File: src/rtl/pc_pkg.sv
// Shared types and constants for the program-counter unit.
//   PC_ADDR_W      : default address width
//   PC_INSTR_BYTES : default sequential increment in bytes
//   addr_t         : default-width address type
//   pc_sel_e       : next-PC source, listed in priority order
package pc_pkg;

  localparam int PC_ADDR_W      = 32;
  localparam int PC_INSTR_BYTES = 4;

  typedef logic [PC_ADDR_W-1:0] addr_t;

  typedef enum logic [2:0] {
    SEL_TRAP,
    SEL_REDIR,
    SEL_HOLD,
    SEL_RAS,
    SEL_SEQ
  } pc_sel_e;

endpackage

File: src/rtl/pc_unit_if.sv
// Bundle between the fetch/execute/trap logic and the program-counter unit.
//   master : control side; drives stall/redirect/trap/predecode hints
//   slave  : pc_unit; drives fetch address, next sequential address, flags
interface pc_unit_if
  import pc_pkg::*;
#(
  parameter int ADDRESS_WIDTH = PC_ADDR_W
);

  logic                     stall_i;
  logic                     redirect_i;
  logic [ADDRESS_WIDTH-1:0] redirect_target_i;
  logic                     trap_i;
  logic [ADDRESS_WIDTH-1:0] trap_vector_i;
  logic                     call_i;
  logic                     ret_i;
  logic [ADDRESS_WIDTH-1:0] address_o;
  logic [ADDRESS_WIDTH-1:0] pc_plus_o;
  logic                     valid_o;
  logic                     misaligned_o;
  logic                     ras_empty_o;
  logic                     ras_full_o;

  modport master (
    output stall_i, redirect_i, redirect_target_i, trap_i, trap_vector_i,
           call_i, ret_i,
    input  address_o, pc_plus_o, valid_o, misaligned_o, ras_empty_o,
           ras_full_o
  );

  modport slave (
    input  stall_i, redirect_i, redirect_target_i, trap_i, trap_vector_i,
           call_i, ret_i,
    output address_o, pc_plus_o, valid_o, misaligned_o, ras_empty_o,
           ras_full_o
  );

endinterface

File: src/rtl/pc_unit_ras_stack.sv
// Circular return-address stack.
//   clk, rst  : clock, synchronous active-high reset
//   push      : write push_data as the new top
//   pop       : discard the top (ignored when empty)
//   push+pop  : replace the top in place, count unchanged
//   clear     : drop all entries
//   top       : current top entry (valid when !empty)
//   empty/full: occupancy flags
// A push while full overwrites the oldest entry; count saturates at DEPTH.
module ras_stack #(
  parameter int WIDTH = 32,
  parameter int DEPTH = 4
) (
  input  logic             clk,
  input  logic             rst,
  input  logic             push,
  input  logic             pop,
  input  logic             clear,
  input  logic [WIDTH-1:0] push_data,
  output logic [WIDTH-1:0] top,
  output logic             empty,
  output logic             full
);

  localparam int PW = $clog2(DEPTH);

  logic [WIDTH-1:0] mem [DEPTH];
  logic [PW-1:0]    wr_ptr;
  logic [PW-1:0]    top_ptr;
  logic [PW:0]      count;
  logic             pop_ok;

  // Pointer arithmetic wraps naturally because DEPTH is a power of two.
  assign top_ptr = wr_ptr - 1'b1;
  assign top     = mem[top_ptr];
  assign empty   = (count == '0);
  assign full    = (count == (PW+1)'(DEPTH));
  assign pop_ok  = pop && !empty;

  always_ff @(posedge clk) begin
    if (rst || clear) begin
      wr_ptr <= '0;
      count  <= '0;
    end else if (pop_ok && push) begin
      // Top replaced in place; pointer and count stay put.
      wr_ptr <= wr_ptr;
      count  <= count;
    end else if (pop_ok) begin
      wr_ptr <= top_ptr;
      count  <= count - 1'b1;
    end else if (push) begin
      wr_ptr <= wr_ptr + 1'b1;
      if (!full) count <= count + 1'b1;
    end
  end

  // NOTE: the entry array has no reset; empty/full come from count, so stale
  // contents are never observed and the array can map onto plain storage.
  always_ff @(posedge clk) begin
    if (!rst && !clear && push) mem[pop_ok ? top_ptr : wr_ptr] <= push_data;
  end

endmodule

File: src/rtl/pc_unit.sv
// Program-counter unit with priority next-PC select and a return-address
// stack for predicting return targets.
//   clk, rst : clock, synchronous active-high reset
//   bus      : pc_unit_if slave port
//              inputs : stall_i, redirect_i/redirect_target_i,
//                       trap_i/trap_vector_i, call_i, ret_i
//              outputs: address_o, pc_plus_o, valid_o, misaligned_o,
//                       ras_empty_o, ras_full_o
// Priority: trap > redirect > stall > predicted return > sequential.
module pc_unit
  import pc_pkg::*;
#(
  parameter int                       ADDRESS_WIDTH = PC_ADDR_W,
  parameter int                       INSTR_BYTES   = PC_INSTR_BYTES,
  parameter logic [ADDRESS_WIDTH-1:0] RESET_VECTOR  = '0,
  parameter int                       RAS_DEPTH     = 4
) (
  input logic       clk,
  input logic       rst,
  pc_unit_if.slave  bus
);

  // Low address bits that must be zero for an aligned instruction; all-zero
  // when INSTR_BYTES is 1, which also pins misaligned to 0.
  localparam logic [ADDRESS_WIDTH-1:0] LOW_MASK = ADDRESS_WIDTH'(INSTR_BYTES - 1);
  localparam logic [ADDRESS_WIDTH-1:0] INC      = ADDRESS_WIDTH'(INSTR_BYTES);

  pc_sel_e                  sel;
  logic [ADDRESS_WIDTH-1:0] pc_q;
  logic [ADDRESS_WIDTH-1:0] pc_plus;
  logic [ADDRESS_WIDTH-1:0] next_pc;
  logic                     next_mis;
  logic                     valid_q;
  logic                     mis_q;
  logic [ADDRESS_WIDTH-1:0] ras_top;
  logic                     ras_empty;
  logic                     ras_full;
  logic                     ras_push;
  logic                     ras_pop;
  logic                     ras_clear;

  assign pc_plus = pc_q + INC;

  // NOTE: combinational select assigns every output a default first, so no
  // path through the if/case chain can leave a value held (no latches).
  always_comb begin
    sel       = SEL_SEQ;
    next_pc   = pc_plus;
    next_mis  = 1'b0;
    ras_push  = 1'b0;
    ras_pop   = 1'b0;
    ras_clear = 1'b0;

    if (bus.trap_i)                        sel = SEL_TRAP;
    else if (bus.redirect_i)               sel = SEL_REDIR;
    else if (bus.stall_i)                  sel = SEL_HOLD;
    else if (bus.ret_i && !ras_empty)      sel = SEL_RAS;

    case (sel)
      SEL_TRAP: begin
        next_pc   = bus.trap_vector_i & ~LOW_MASK;
        next_mis  = |(bus.trap_vector_i & LOW_MASK);
        ras_clear = 1'b1;
      end
      SEL_REDIR: begin
        next_pc  = bus.redirect_target_i & ~LOW_MASK;
        next_mis = |(bus.redirect_target_i & LOW_MASK);
      end
      SEL_HOLD: next_pc = pc_q;
      SEL_RAS: begin
        next_pc  = ras_top;
        ras_pop  = 1'b1;
        ras_push = bus.call_i;
      end
      default: ras_push = bus.call_i;
    endcase
  end

  // NOTE: sequential state uses non-blocking assignments so every register
  // samples pre-edge values regardless of statement order.
  always_ff @(posedge clk) begin
    if (rst) begin
      pc_q    <= RESET_VECTOR;
      valid_q <= 1'b0;
      mis_q   <= 1'b0;
    end else begin
      pc_q    <= next_pc;
      valid_q <= 1'b1;
      mis_q   <= next_mis;
    end
  end

  ras_stack #(
    .WIDTH (ADDRESS_WIDTH),
    .DEPTH (RAS_DEPTH)
  ) u_ras (
    .clk       (clk),
    .rst       (rst),
    .push      (ras_push),
    .pop       (ras_pop),
    .clear     (ras_clear),
    .push_data (pc_plus),
    .top       (ras_top),
    .empty     (ras_empty),
    .full      (ras_full)
  );

  assign bus.address_o    = pc_q;
  assign bus.pc_plus_o    = pc_plus;
  assign bus.valid_o      = valid_q;
  assign bus.misaligned_o = mis_q;
  assign bus.ras_empty_o  = ras_empty;
  assign bus.ras_full_o   = ras_full;

endmodule

File: src/flat_wrapper.sv
// flat-port wrapper written by rule: the top's interface ports become plain ports
module pc_unit_flat import pc_pkg::*;
#(
  parameter int                       ADDRESS_WIDTH = PC_ADDR_W,
  parameter int                       INSTR_BYTES   = PC_INSTR_BYTES,
  parameter logic [ADDRESS_WIDTH-1:0] RESET_VECTOR  = '0,
  parameter int                       RAS_DEPTH     = 4
)
  (clk, rst, bus_stall_i, bus_redirect_i, bus_redirect_target_i, bus_trap_i, bus_trap_vector_i, bus_call_i, bus_ret_i, bus_address_o, bus_pc_plus_o, bus_valid_o, bus_misaligned_o, bus_ras_empty_o, bus_ras_full_o);
  pc_unit_if #(.ADDRESS_WIDTH(ADDRESS_WIDTH)) bus_i ();
  input logic clk;
  input logic rst;
  input wire logic [$bits(bus_i.stall_i)-1:0] bus_stall_i;
  input wire logic [$bits(bus_i.redirect_i)-1:0] bus_redirect_i;
  input wire logic [$bits(bus_i.redirect_target_i)-1:0] bus_redirect_target_i;
  input wire logic [$bits(bus_i.trap_i)-1:0] bus_trap_i;
  input wire logic [$bits(bus_i.trap_vector_i)-1:0] bus_trap_vector_i;
  input wire logic [$bits(bus_i.call_i)-1:0] bus_call_i;
  input wire logic [$bits(bus_i.ret_i)-1:0] bus_ret_i;
  output wire logic [$bits(bus_i.address_o)-1:0] bus_address_o;
  output wire logic [$bits(bus_i.pc_plus_o)-1:0] bus_pc_plus_o;
  output wire logic [$bits(bus_i.valid_o)-1:0] bus_valid_o;
  output wire logic [$bits(bus_i.misaligned_o)-1:0] bus_misaligned_o;
  output wire logic [$bits(bus_i.ras_empty_o)-1:0] bus_ras_empty_o;
  output wire logic [$bits(bus_i.ras_full_o)-1:0] bus_ras_full_o;
  assign bus_i.stall_i = bus_stall_i;
  assign bus_i.redirect_i = bus_redirect_i;
  assign bus_i.redirect_target_i = bus_redirect_target_i;
  assign bus_i.trap_i = bus_trap_i;
  assign bus_i.trap_vector_i = bus_trap_vector_i;
  assign bus_i.call_i = bus_call_i;
  assign bus_i.ret_i = bus_ret_i;
  assign bus_address_o = bus_i.address_o;
  assign bus_pc_plus_o = bus_i.pc_plus_o;
  assign bus_valid_o = bus_i.valid_o;
  assign bus_misaligned_o = bus_i.misaligned_o;
  assign bus_ras_empty_o = bus_i.ras_empty_o;
  assign bus_ras_full_o = bus_i.ras_full_o;
  pc_unit #(.ADDRESS_WIDTH(ADDRESS_WIDTH), .INSTR_BYTES(INSTR_BYTES), .RESET_VECTOR(RESET_VECTOR), .RAS_DEPTH(RAS_DEPTH)) u_core (.clk(clk), .rst(rst), .bus(bus_i));
endmodule
File: config.mk
export PLATFORM = sky130hd
export DESIGN_NAME = pc_unit_flat
export DESIGN_NICKNAME = d
export VERILOG_FILES = /design/src/rtl/pc_pkg.sv /design/src/rtl/pc_unit_if.sv /design/src/rtl/pc_unit_ras_stack.sv /design/src/rtl/pc_unit.sv /design/src/flat_wrapper.sv
export SDC_FILE = /design/constraint.sdc
export NUM_CORES = 1
export LEC_CHECK = 0
export ABC_AREA = 1
export CAP_MARGIN = 20
export CORE_MARGIN = 2
export CORE_UTILIZATION = 48
export DETAILED_ROUTE_END_ITERATION = 6
export PLACE_DENSITY = 0.87
export SLEW_MARGIN = 20
export SYNTH_ARGS = -nofsm -noshare
export SYNTH_HDL_FRONTEND = slang
export SYNTH_SLANG_ARGS = --single-unit
File: constraint.sdc
create_clock -name clk -period 3.5 [get_ports clk]
set_clock_uncertainty 0.2 [all_clocks]
set_input_delay 0.7 -clock clk [delete_from_list [all_inputs] [get_ports clk]]
set_output_delay 0.7 -clock clk [all_outputs]
set_load 0.05 [all_outputs]
==> impl_metrics.tcl <==
set metrics [dict create \
    drtIter0Drc 718 \
    stdcell_count 1288 \
    setup_viol 0 \
    layout.nets 1131 \
    place.gp.congestion 0.916 \
    syn_avg_cell_area_um2 8.93 \
    drc_errors 0 \
    n_antenna_cell 0 \
    ys_seq_area_share_pct 56.8 \
    drv_slew 0 \
    chipHeight_um 134 \
    relSlewSlack_pct 57.6 \
    synth-seq-cells 167 \
    clock_latency_ps 440 \
    crit_family "simple AND/OR/NAND/NOR gates" \
    cp.required_ps 2600 \
    post-route-period-util_pct 96.0 \
    numClockSinks 167 \
    postSynthCellCount 912 \
    p_total_mw 4.93 \
    cts_root_buf "clkbuf_16" \
    place_area_um2 9770 \
    leakage_nw 3.89 \
    synthesis.area_um2 8150 \
    gr-total-overflow 0 \
    grt_pass1_vias 7095 \
    antenna_found_initial 0 \
    status "completed" \
    mostFrequentLayoutCell "nand2_1" \
    max_freq_ghz 0.298 \
    ant_nets 0 \
    die_w_um 134 \
    std_cell_rows 47 \
    synth_warnings 0 \
    worstSetupPathType "reg -> out" \
    power_density_nw_per_um2 475 \
    hold_class "reg -> reg" \
    cp-start-kind "flop" \
    ys_types 35 \
    initial_core_util_pct 49.1 \
    rsz0062_at_grt "no" \
    synthFlopType "edfxtp_1" \
    dp.cells 1256 \
    arrival_ps 2460 \
    min_period_ps 3360 \
    htreeDepth 4 \
    cp_num_buf_inv 1 \
    die_area_um2 18000 \
    vias 7147 \
    synth_edf_count 128 \
    wire_per_inst_um 18.2 \
    core_um2 16600 \
    crit_slowest_cell "dlygate4sd2_1" \
    cts_hold_buf 0 \
    via_per_inst 5.55 \
    cts_buffer_depth 2 \
    crit_path_end_kind "output pin" \
    path_max_fanout 7 \
    clk_pin_slew_worst_paths_ps 70 \
    grt.total_usage_pct 27.0 \
    io_pins 139 \
    slowest_delay_ps 550 \
    cts_setup_buffers 0 \
    cts_tree "yes" \
    post-dp-hpwl_um 16200 \
    synth.net_count 988 \
    stdcell_area_um2 10400 \
    mostFrequentLayoutCells "nand2_1 (344), edfxtp_1 (128), clkdlybuf4s50_1 (111), nor2_1 (67), a21oi_1 (64)" \
    grt_max_degree 57 \
    vdd_ir_drop_max_mv 0.355 \
    numCtsBuffers 17 \
    synthArstFlopShare_pct 0 \
    grt_pass1_wl_um 37000 \
    crit_top_cell "nand2_1" \
    cap_viol_max_count 0 \
    drtPass1Iterations 5 \
    wirelength_um 23400 \
    final-hold-violation-count 0 \
    port_buffers 138 \
    area_growth_pct 27.4 \
    worstPathCellList "nand2_1 -> nor2_1 -> nand2_1 -> nor2_1 -> nand3_1 -> nand2_1 -> dlygate4sd2_1" \
    drive_gt1_share_pct 10.5 \
    worst_slew_pin_slew_ps 631 \
]
-- worst paths after layout --
kind                             from                  endpoint  slack (ps)  cells past startpoint
min reg2reg  u_core.bus.address_o[31]  u_core.bus.address_o[31]         340                      2
max reg2reg    u_core.u_ras.wr_ptr[1]   u_core.u_ras.mem[0][22]         780                      8
max           u_core.bus.address_o[4]         bus_pc_plus_o[19]         140                      7
min          u_core.bus.address_o[31]  u_core.bus.address_o[31]         340                      2
-- sequential cells by signal, indices dropped and copies added (netlist names) --
name / flops
u_core.u_ras.mem: 128
u_core.bus.address_o: 32
u_core.u_ras.count: 3
u_core.u_ras.wr_ptr: 2
u_core.bus.misaligned_o: 1
u_core.bus.valid_o: 1
-- tightest hold or removal path, stage by stage, from the launching register on --
cell and delay (ps):
dfxtp_1 340, nand2_1 80, a21oi_1 70
-- through the flow --
step	setup slack, ps	TNS (ps)	util [%]	hold slack [ps]
6_report	141	0	62.6	344
5_1_grt	36.2	0	62.6	374
4_1_cts	19.8	0	62.5	342
3_5_place_dp	382	0	58.9	332
3_3_place_gp	432	0	58.9	289
2_1_floorplan	-197	-17990	-	274
-- power by group --
| part | internal [mW] | total, mW | switching [mW] |
|---|---|---|---|
| Sequential | 2.18 | 2.24 | 0.0586 |
| Clock | 1.18 | 1.94 | 0.756 |
| Combinational | 0.263 | 0.749 | 0.487 |
| Total | 3.63 | 4.93 | 1.30 |
-- cells by family (layout without fill, tap and decap cells) --
logic type	Yosys count	in the layout	share of synthesized area (%)
fa+ha+maj	5	5	0.860
flops	167	167	56.8
simple gates	490	490	24.9
compound gates	153	153	10.9
buf+inv	85	241	5.04
xor+xnor	12	12	1.57
-- area by class of cell --
| type | count | area [um^2] |
|---|---|---|
| clock buffer | 25 | 485 |
| clock inverter | 7 | 119 |
| tap | 220 | 275 |
| inverter | 44 | 165 |
| timing repair buffer | 165 | 1580 |
| fill | 1342 | 6200 |
| sequential | 167 | 4620 |
| multi-input combinational | 660 | 3130 |
-- metal layers --
layer,global-route usage (%),vias up,wire (um)
li1,-,3344,-
met1,33.5,3386,9330
met2,45.7,375,11400
met3,7.03,42,2220
met4,9.30,0,455
met5,0,-,0
-- repair_timing --
item                       CTS  global route
hold endpoints to repair     0             0
resized for setup            4             3
setup endpoints to repair    4             2
-- Yosys cell counts (2+ instances only) --
master,n,area [um^2]
clkbuf_1,13,48.8
a31oi_1,3,18.8
nand2_2,4,25.0
buf_2,13,65.1
nor3b_2,3,37.5
dfxtp_1,39,781
a211oi_1,2,15.0
nor2_2,4,25.0
nor2_4,8,90.1
a211oi_2,2,25.0
edfxtp_1,128,3840
nor2_1,72,270
xor2_2,3,48.8
xnor2_1,6,52.6
o21bai_1,5,37.5
inv_2,3,11.3
a22o_1,12,105
inv_1,39,146
a21oi_1,64,320
ha_1,4,50.1
clkinv_1,2,7.51
o21ai_0,50,250
o211ai_1,2,15.0
o21ai_1,2,10.0
a22oi_1,10,75.1
buf_6,5,56.3
buf_4,10,75.1
nand4_1,4,25.0
nand2_1,344,1290
nand3_1,49,245
xor2_1,3,26.3
Note: power is estimated with default switching activity, not from simulation.
